`src/rtl/instruction_fetch_bridge_if.sv`:
```
// Instruction memory bus between the fetch bridge (master) and the
// instruction memory (slave): a valid/ready request channel and a response
// channel with no backpressure.
interface instruction_fetch_bridge_if;
  logic        memRequestValid;
  logic        memRequestReady;
  logic [31:0] memRequestAddress;
  logic        memResponseValid;
  logic [31:0] memResponseData;
  logic        memResponseError;

  modport master (
    output memRequestValid,
    output memRequestAddress,
    input  memRequestReady,
    input  memResponseValid,
    input  memResponseData,
    input  memResponseError
  );

  modport slave (
    input  memRequestValid,
    input  memRequestAddress,
    output memRequestReady,
    output memResponseValid,
    output memResponseData,
    output memResponseError
  );
endinterface

```
`src/rtl/instruction_fetch_bridge.sv`:
```
// Instruction fetch bridge: turns the combinational PC from Fetch into
// single-outstanding bus requests and keeps the returned word in a one-entry
// hold buffer. The buffer answers Fetch combinationally whenever its address
// matches the PC. Stale responses (after a PC change or invalidate) are dropped.
module instruction_fetch_bridge #(
  parameter int TIMEOUT_CYCLES = 256
) (
  input  logic                         clock,
  input  logic                         reset,
  input  logic [31:0]                  instructionAddress,
  input  logic                         invalidate,
  instruction_fetch_bridge_if.master   mem,
  output logic                         instructionDataValid,
  output logic [31:0]                  instructionData,
  output logic                         fetchFault
);

  // One extra bit so the counter can never wrap before the compare fires.
  localparam int CW = $clog2(TIMEOUT_CYCLES) + 1;
  localparam logic [CW-1:0] TIMEOUT_LAST = CW'(TIMEOUT_CYCLES - 1);

  typedef enum logic [1:0] {
    IDLE,
    REQUEST,
    WAIT,
    DRAIN
  } state_t;

  state_t          state_reg, state_next;
  logic            hold_valid_reg, hold_valid_next;
  logic [31:0]     hold_address_reg, hold_address_next;
  logic [31:0]     hold_data_reg, hold_data_next;
  logic            hold_error_reg, hold_error_next;
  logic [31:0]     req_address_reg, req_address_next;
  logic [CW-1:0]   counter_reg, counter_next;
  // Remembers an invalidate seen while the request was still waiting for ready.
  logic            kill_reg, kill_next;

  logic            hit;
  logic            timeout_expired;

  assign hit             = hold_valid_reg && (hold_address_reg == instructionAddress);
  // >= also covers the case where WAIT was left for DRAIN exactly at the limit.
  assign timeout_expired = (counter_reg >= TIMEOUT_LAST);

  assign instructionDataValid  = hit && !hold_error_reg;
  assign fetchFault            = hit && hold_error_reg;
  assign instructionData       = hold_data_reg;
  assign mem.memRequestValid   = (state_reg == REQUEST);
  assign mem.memRequestAddress = req_address_reg;

  // State register, asynchronously cleared so the bus request drops at once.
  always_ff @(posedge clock or negedge reset) begin
    if (!reset) begin
      state_reg        <= IDLE;
      hold_valid_reg   <= 1'b0;
      hold_address_reg <= 32'h0;
      hold_data_reg    <= 32'h0;
      hold_error_reg   <= 1'b0;
      req_address_reg  <= 32'h0;
      counter_reg      <= '0;
      kill_reg         <= 1'b0;
    end else begin
      state_reg        <= state_next;
      hold_valid_reg   <= hold_valid_next;
      hold_address_reg <= hold_address_next;
      hold_data_reg    <= hold_data_next;
      hold_error_reg   <= hold_error_next;
      req_address_reg  <= req_address_next;
      counter_reg      <= counter_next;
      kill_reg         <= kill_next;
    end
  end

  // Next-state logic: request sequencing, hold buffer updates and timeout.
  always_comb begin
    state_next        = state_reg;
    hold_valid_next   = hold_valid_reg;
    hold_address_next = hold_address_reg;
    hold_data_next    = hold_data_reg;
    hold_error_next   = hold_error_reg;
    req_address_next  = req_address_reg;
    counter_next      = '0;
    kill_next         = 1'b0;

    // Invalidate always drops the held word, whatever the bus is doing.
    if (invalidate) begin
      hold_valid_next = 1'b0;
    end

    case (state_reg)
      IDLE: begin
        if (!invalidate && !hit) begin
          if (instructionAddress[1:0] != 2'b00) begin
            // Misaligned PC faults locally; nothing goes to the bus.
            hold_valid_next   = 1'b1;
            hold_address_next = instructionAddress;
            hold_data_next    = 32'h0;
            hold_error_next   = 1'b1;
          end else begin
            req_address_next = instructionAddress;
            state_next       = REQUEST;
          end
        end
      end

      REQUEST: begin
        // Request stays up with a stable address until accepted.
        kill_next = kill_reg || invalidate;
        if (mem.memRequestReady) begin
          kill_next  = 1'b0;
          state_next = (kill_reg || invalidate) ? DRAIN : WAIT;
        end
      end

      WAIT: begin
        counter_next = counter_reg + CW'(1);
        if (mem.memResponseValid) begin
          if ((req_address_reg == instructionAddress) && !invalidate) begin
            hold_valid_next   = 1'b1;
            hold_address_next = req_address_reg;
            hold_data_next    = mem.memResponseData;
            hold_error_next   = mem.memResponseError;
          end
          counter_next = '0;
          state_next   = IDLE;
        end else if (invalidate) begin
          state_next = DRAIN;
        end else if (timeout_expired) begin
          hold_valid_next   = 1'b1;
          hold_address_next = req_address_reg;
          hold_data_next    = 32'h0;
          hold_error_next   = 1'b1;
          counter_next      = '0;
          state_next        = IDLE;
        end
      end

      DRAIN: begin
        // Swallow the response of a killed request; no fault on expiry.
        counter_next = counter_reg + CW'(1);
        if (mem.memResponseValid || timeout_expired) begin
          counter_next = '0;
          state_next   = IDLE;
        end
      end

      default: begin
        state_next = IDLE;
      end
    endcase
  end

endmodule
```
`src/flat_wrapper.sv`:
```
// flat-port wrapper written by rule: the top's interface ports become plain ports
module instruction_fetch_bridge_flat 
#(
  parameter int TIMEOUT_CYCLES = 256
)
  (clock, reset, instructionAddress, invalidate, instructionDataValid, instructionData, fetchFault, mem_memRequestValid, mem_memRequestAddress, mem_memRequestReady, mem_memResponseValid, mem_memResponseData, mem_memResponseError);
  instruction_fetch_bridge_if mem_i ();
  input  logic clock;
  input  logic reset;
  input  logic [31:0] instructionAddress;
  input  logic invalidate;
  output logic instructionDataValid;
  output logic [31:0] instructionData;
  output logic fetchFault;
  output wire logic [$bits(mem_i.memRequestValid)-1:0] mem_memRequestValid;
  output wire logic [$bits(mem_i.memRequestAddress)-1:0] mem_memRequestAddress;
  input wire logic [$bits(mem_i.memRequestReady)-1:0] mem_memRequestReady;
  input wire logic [$bits(mem_i.memResponseValid)-1:0] mem_memResponseValid;
  input wire logic [$bits(mem_i.memResponseData)-1:0] mem_memResponseData;
  input wire logic [$bits(mem_i.memResponseError)-1:0] mem_memResponseError;
  assign mem_memRequestValid = mem_i.memRequestValid;
  assign mem_memRequestAddress = mem_i.memRequestAddress;
  assign mem_i.memRequestReady = mem_memRequestReady;
  assign mem_i.memResponseValid = mem_memResponseValid;
  assign mem_i.memResponseData = mem_memResponseData;
  assign mem_i.memResponseError = mem_memResponseError;
  instruction_fetch_bridge #(.TIMEOUT_CYCLES(TIMEOUT_CYCLES)) u_core (.clock(clock), .reset(reset), .instructionAddress(instructionAddress), .invalidate(invalidate), .mem(mem_i), .instructionDataValid(instructionDataValid), .instructionData(instructionData), .fetchFault(fetchFault));
endmodule
```
`config.mk`:
```
export PLATFORM = sky130hd
export DESIGN_NAME = instruction_fetch_bridge_flat
export DESIGN_NICKNAME = d
export VERILOG_FILES = /design/src/rtl/instruction_fetch_bridge_if.sv /design/src/rtl/instruction_fetch_bridge.sv /design/src/flat_wrapper.sv
export SDC_FILE = /design/constraint.sdc
export NUM_CORES = 1
export LEC_CHECK = 0
export CORE_ASPECT_RATIO = 0.75
export CORE_UTILIZATION = 45
export DETAILED_ROUTE_END_ITERATION = 7
export PLACE_DENSITY = 0.77
export SKIP_CTS_REPAIR_TIMING = 1
export SYNTH_ARGS = -nofsm -noshare
export SYNTH_HDL_FRONTEND = slang
export SYNTH_SLANG_ARGS = --single-unit
```
`constraint.sdc`:
```
create_clock -name clock -period 2.27 [get_ports clock]
set_input_delay 0.454 -clock clock [delete_from_list [all_inputs] [get_ports clock]]
set_output_delay 0.454 -clock clock [all_outputs]
set_load 0.1 [all_outputs]
```
* Word level (Yosys, flattened, before mapping)
Index checks and enable logic that the tools add are counted.
** Storage, ports and cells
- Flip-flop bits (word level) :: 110
- Input port bits :: 70
- Output and inout port bits :: 67
- Word-level logic and storage cells :: 86
** Cells by class
- Add/subtract/negate cells :: 1
- $lt $le $gt $ge :: 1
- Eq/ne operators :: 14
- Muxes and demuxes :: 45
- Bitwise operators :: 1
- Reduce and logical (&&, ||, !) cells :: 16
** Operator list (count)
- 32-bit two-way mux :: 12
- 32-bit one-hot mux with 2 select lines :: 2
- 32-bit equality test :: 2
- 9-bit two-way mux :: 4
- 9-bit one-hot mux with 2 select lines :: 1
- 1-bit two-way mux :: 16
- 2-bit two-way mux :: 7
- 9-bit by 1-bit adder with 9-bit output, second input constant :: 1
- 9-bit by 8-bit greater-or-equal comparator with 1-bit output, second input constant :: 1
- 2-bit by 1-bit != test with 1-bit output, second input constant :: 4
- 2-bit one-hot mux with 4 select lines :: 1
- 3-bit by 2-bit != test with 1-bit output, second input constant :: 2
- 6-bit AND reduction :: 1
- 1-bit logical AND :: 5
- 5-bit AND reduction :: 1
- 2-bit equality test, second input constant :: 2
- 4-bit by 3-bit != test with 1-bit output, second input constant :: 1
- 1-bit one-hot mux with 2 select lines :: 2
- 2-bit nonzero test :: 2
- 1-bit logical NOT :: 3
- 3-bit != test, second input constant :: 1
- 3-bit AND reduction :: 1
- 2-bit by 1-bit equality test with 1-bit output, second input constant :: 1
- 2-bit logical NOT :: 1
- 3 further kinds :: 4

* Depth between registers and ports, before layout
- Word-level depth :: 6
- Depth in mapped cells :: 10
- Depth with buffers taken out :: 8

* Worst setup path before layout
No wires, ideal clock.
- Path type :: input-to-output
- Start :: input port instructionAddress[4]
- End :: output port fetchFault
- Arrival time :: 2.443 ns
- Data required time :: 1.816 ns
- Path slack :: -0.627 ns
- Cell stages on the path :: 5
- Buffers on the path :: 0
- Cell sequence :: xnor2_1 -> nand4_1 -> nor4_1 -> nand3_1 -> nor2_1
** On the way
- Cells in the longest elaborated chain, start to end :: 3
** Ends and longest elaborated chain
- start, declared :: line flat_wrapper.sv:10 : input logic [31:0] instructionAddress;
- 32-bit equality test :: line instruction_fetch_bridge.sv:42 : assign hit = hold_valid_reg && (hold_address_reg == instructionAddress);
- 1-bit logical AND :: line instruction_fetch_bridge.sv:42
- 1-bit logical AND :: line instruction_fetch_bridge.sv:47 : assign fetchFault = hit && hold_error_reg;
- end, declared :: line flat_wrapper.sv:14 : output logic fetchFault;
No other way between the ends.

* Worst setup path after layout
- Start :: input port instructionAddress[12]
- End :: output port fetchFault
The elaborated chain is that of the path after synthesis.

==> out/qor.csv <==
metric,value,unit
status,finished with violations,
final_util,0.708,
syn_area_per_cell,13.3,um2
grt_first_pass_wirelength,22.3,mm
tightest_slew,0.515,ns
gr-usage-met1,0.334,
yosysUniqueCellTypes,36,
start_util,0.464,
fin_cells,770,
synth_top_cell_by_area,dfrtp_1,
hold_class,in -> async,
fin_ws,-0.346,ns
antenna_found_initial,0,
skew,0.00602,ns
drtIter0Drc,241,
placed_cells,738,
post-route-drc-count,0,
vias,4053,
tns,-15.70,ns
die_width,128,um
wire_per_inst,19.8,um
crit_family,buffers and inverters,
ff2ff_path_depth,9,
path_buf_inv,4,
slew_viol_final,0,
grt-ovfl-total,0,
netlist_area,5390,um2
yosysMostFrequentCell,dfrtp_1,
avgViaCountPerCell,5.26,
met2_usage,0.362,
drive_above_1_share,0.502,
seq_area_frac_synth,0.510,
clock_sinks,110,
cts_tree,yes,
cp.arrival,2.16,ns
dr.pass1.iters,4,
crit_required,1.82,ns
dp_hpwl,9.98,mm
cp_cell_sequence,"clkdlybuf4s50_1, xnor2_1, nand4_1, nor4_2, buf_4, nand3_4, buf_6, nor2_4, buf_12",
rows,34,
synth_edf_count,0,
crit_slowest_cell,clkdlybuf4s50_1,
areaGrowthSynthToFinish,52.4,%
rsz0062_at_grt,true,
critical_path_class,in -> out,
core_area,11600,um2
insertion_delay,0.35,ns
root_buffer,clkbuf_16,
busiest_layer,met2,
worstSetupStartpointType,input pin,
powerDensity,1340,nW/um2
yosys.area.top_type_share,0.510,
yosys-top-cells-area,"dfrtp_1, mux2_2, xnor2_1",
htreeDepth,3,
cts_buffers,9,
cp_max_fo,2,
finalSetupViolations,97,
synth_ff_type,dfrtp_1,
grt_util_met3,0.0575,
min_period,2.62,ns
ys_seq_elements,110,
synth_warnings,0,
cp_slowest_stage_delay,0.45,ns
peakVddDrop,1190,uV
grt_max_degree,40,
synth_common_cells,"dfrtp_1, mux2_2, xnor2_1, xor2_1, a22o_1",
holdWs,0.0668,ns
clockBufferDepth,2,
maxSlewHeadroom,0.657,
gp_congestion,0.793,
violations,negative setup slack,
leakage,0.00408,uW
n_antenna_cell,0,
final_hold_viol_count,0,
n_fill_cell,747,
drt-total-wl,15.2,mm
die_area,12400,um2
final_nets,675,
max-cap-violations,0,
port-buffer-count,136,
io-pin-count,137,
clk_pin_slew,0.07,ns
antenna_left,0,
postSynthNetCount,477,
grt_pass1_vias,4136,
die_y,96.8,um
cp_num_cells,9,
pre_cts_slack,-0.670,ns
end_kind,primary output,
async_reset_ff_frac,1.00,
timing.fmax,382,MHz
track_usage,0.234,
postSynthCellCount,405,
period_share,1.15,
final timing paths:
| kind | start | end | slack, ns |
|---|---|---|---|
| max | instructionAddress[12] | fetchFault | -0.35 |
| max in group asynchronous | reset | u_core.mem.memRequestAddress[5]$_DFFE_PN0P_ | 1.58 |
| max reg2reg | u_core.counter_reg[6]$_DFF_PN0_ | u_core.hold_address_reg[10]$_DFFE_PN0P_ | -0.30 |
| min | reset | u_core.hold_address_reg[4]$_DFFE_PN0P_ | 0.07 |
| min reg2reg | u_core.instructionData[4]$_DFFE_PN0P_ | u_core.instructionData[4]$_DFFE_PN0P_ | 0.51 |
| min in group clock | instructionAddress[13] | u_core.mem.memRequestAddress[13]$_DFFE_PN0P_ | 0.48 |
cell families (layout without fill, tap and decap cells):
| logic type | count (synthesis) | in the layout | share of synthesized area |
|---|---|---|---|
| flip-flops | 110 | 110 | 0.510 |
| multiplexers | 94 | 94 | 0.208 |
| XOR/XNOR | 70 | 70 | 0.114 |
| AND/OR/NAND/NOR | 66 | 66 | 0.0671 |
| AO/OA/AOI/OAI | 42 | 42 | 0.0671 |
| buffers and inverters | 21 | 224 | 0.0290 |
| adder cells (fa/ha/maj) | 2 | 2 | 0.00464 |
final cells by class:
class,count,area [um2],area share
inverter,4,15.0,0.00183
sequential,110,2790,0.339
tap,162,203,0.0247
clock buffer,11,243,0.0295
timing repair buffer,204,2080,0.253
multi-input combinational,274,2830,0.345
clock inverter,5,58.8,0.00715
stage by stage:
step	power [uW]	instance area, um2
after floorplan	7200	5510
after global placement	8530	7300
after detailed placement	8680	7300
after CTS	10300	7600
after global routing	11400	8220
final	11000	8220
layout by cell type (no fill, tap or decap), types with 3 or more instances in the layout:
cell type / count
a21oi_1: 3
a22o_1: 32
and2_1: 3
buf_12: 11
buf_4: 110
buf_6: 5
buf_8: 3
clkbuf_16: 16
clkdlybuf4s50_1: 38
dfrtp_1: 82
dfrtp_2: 28
dlymetal6s2s_1: 30
inv_1: 4
mux2_2: 35
mux2_4: 59
nand2_1: 7
nand3_1: 3
nand4_1: 12
nor2_1: 15
nor4_1: 4
nor4_2: 6
xnor2_1: 24
xnor2_2: 12
xor2_1: 34
power by group:
part	switching, uW	internal, uW	leakage [uW]
registers	667	2610	0.00137
clock network	730	887	0.000142
logic	3560	2540	0.00257
total	4950	6040	0.00408
per-layer routing:
| metal | vias to the layer above | part of all wire |
|---|---|---|
| met4 | 0 | 0.014 |
| met1 | 2067 | 0.47 |
| met2 | 115 | 0.47 |
| met5 | - | 0 |
| met3 | 20 | 0.049 |
| li1 | 1851 | - |
(Power assumes the default switching activity.)
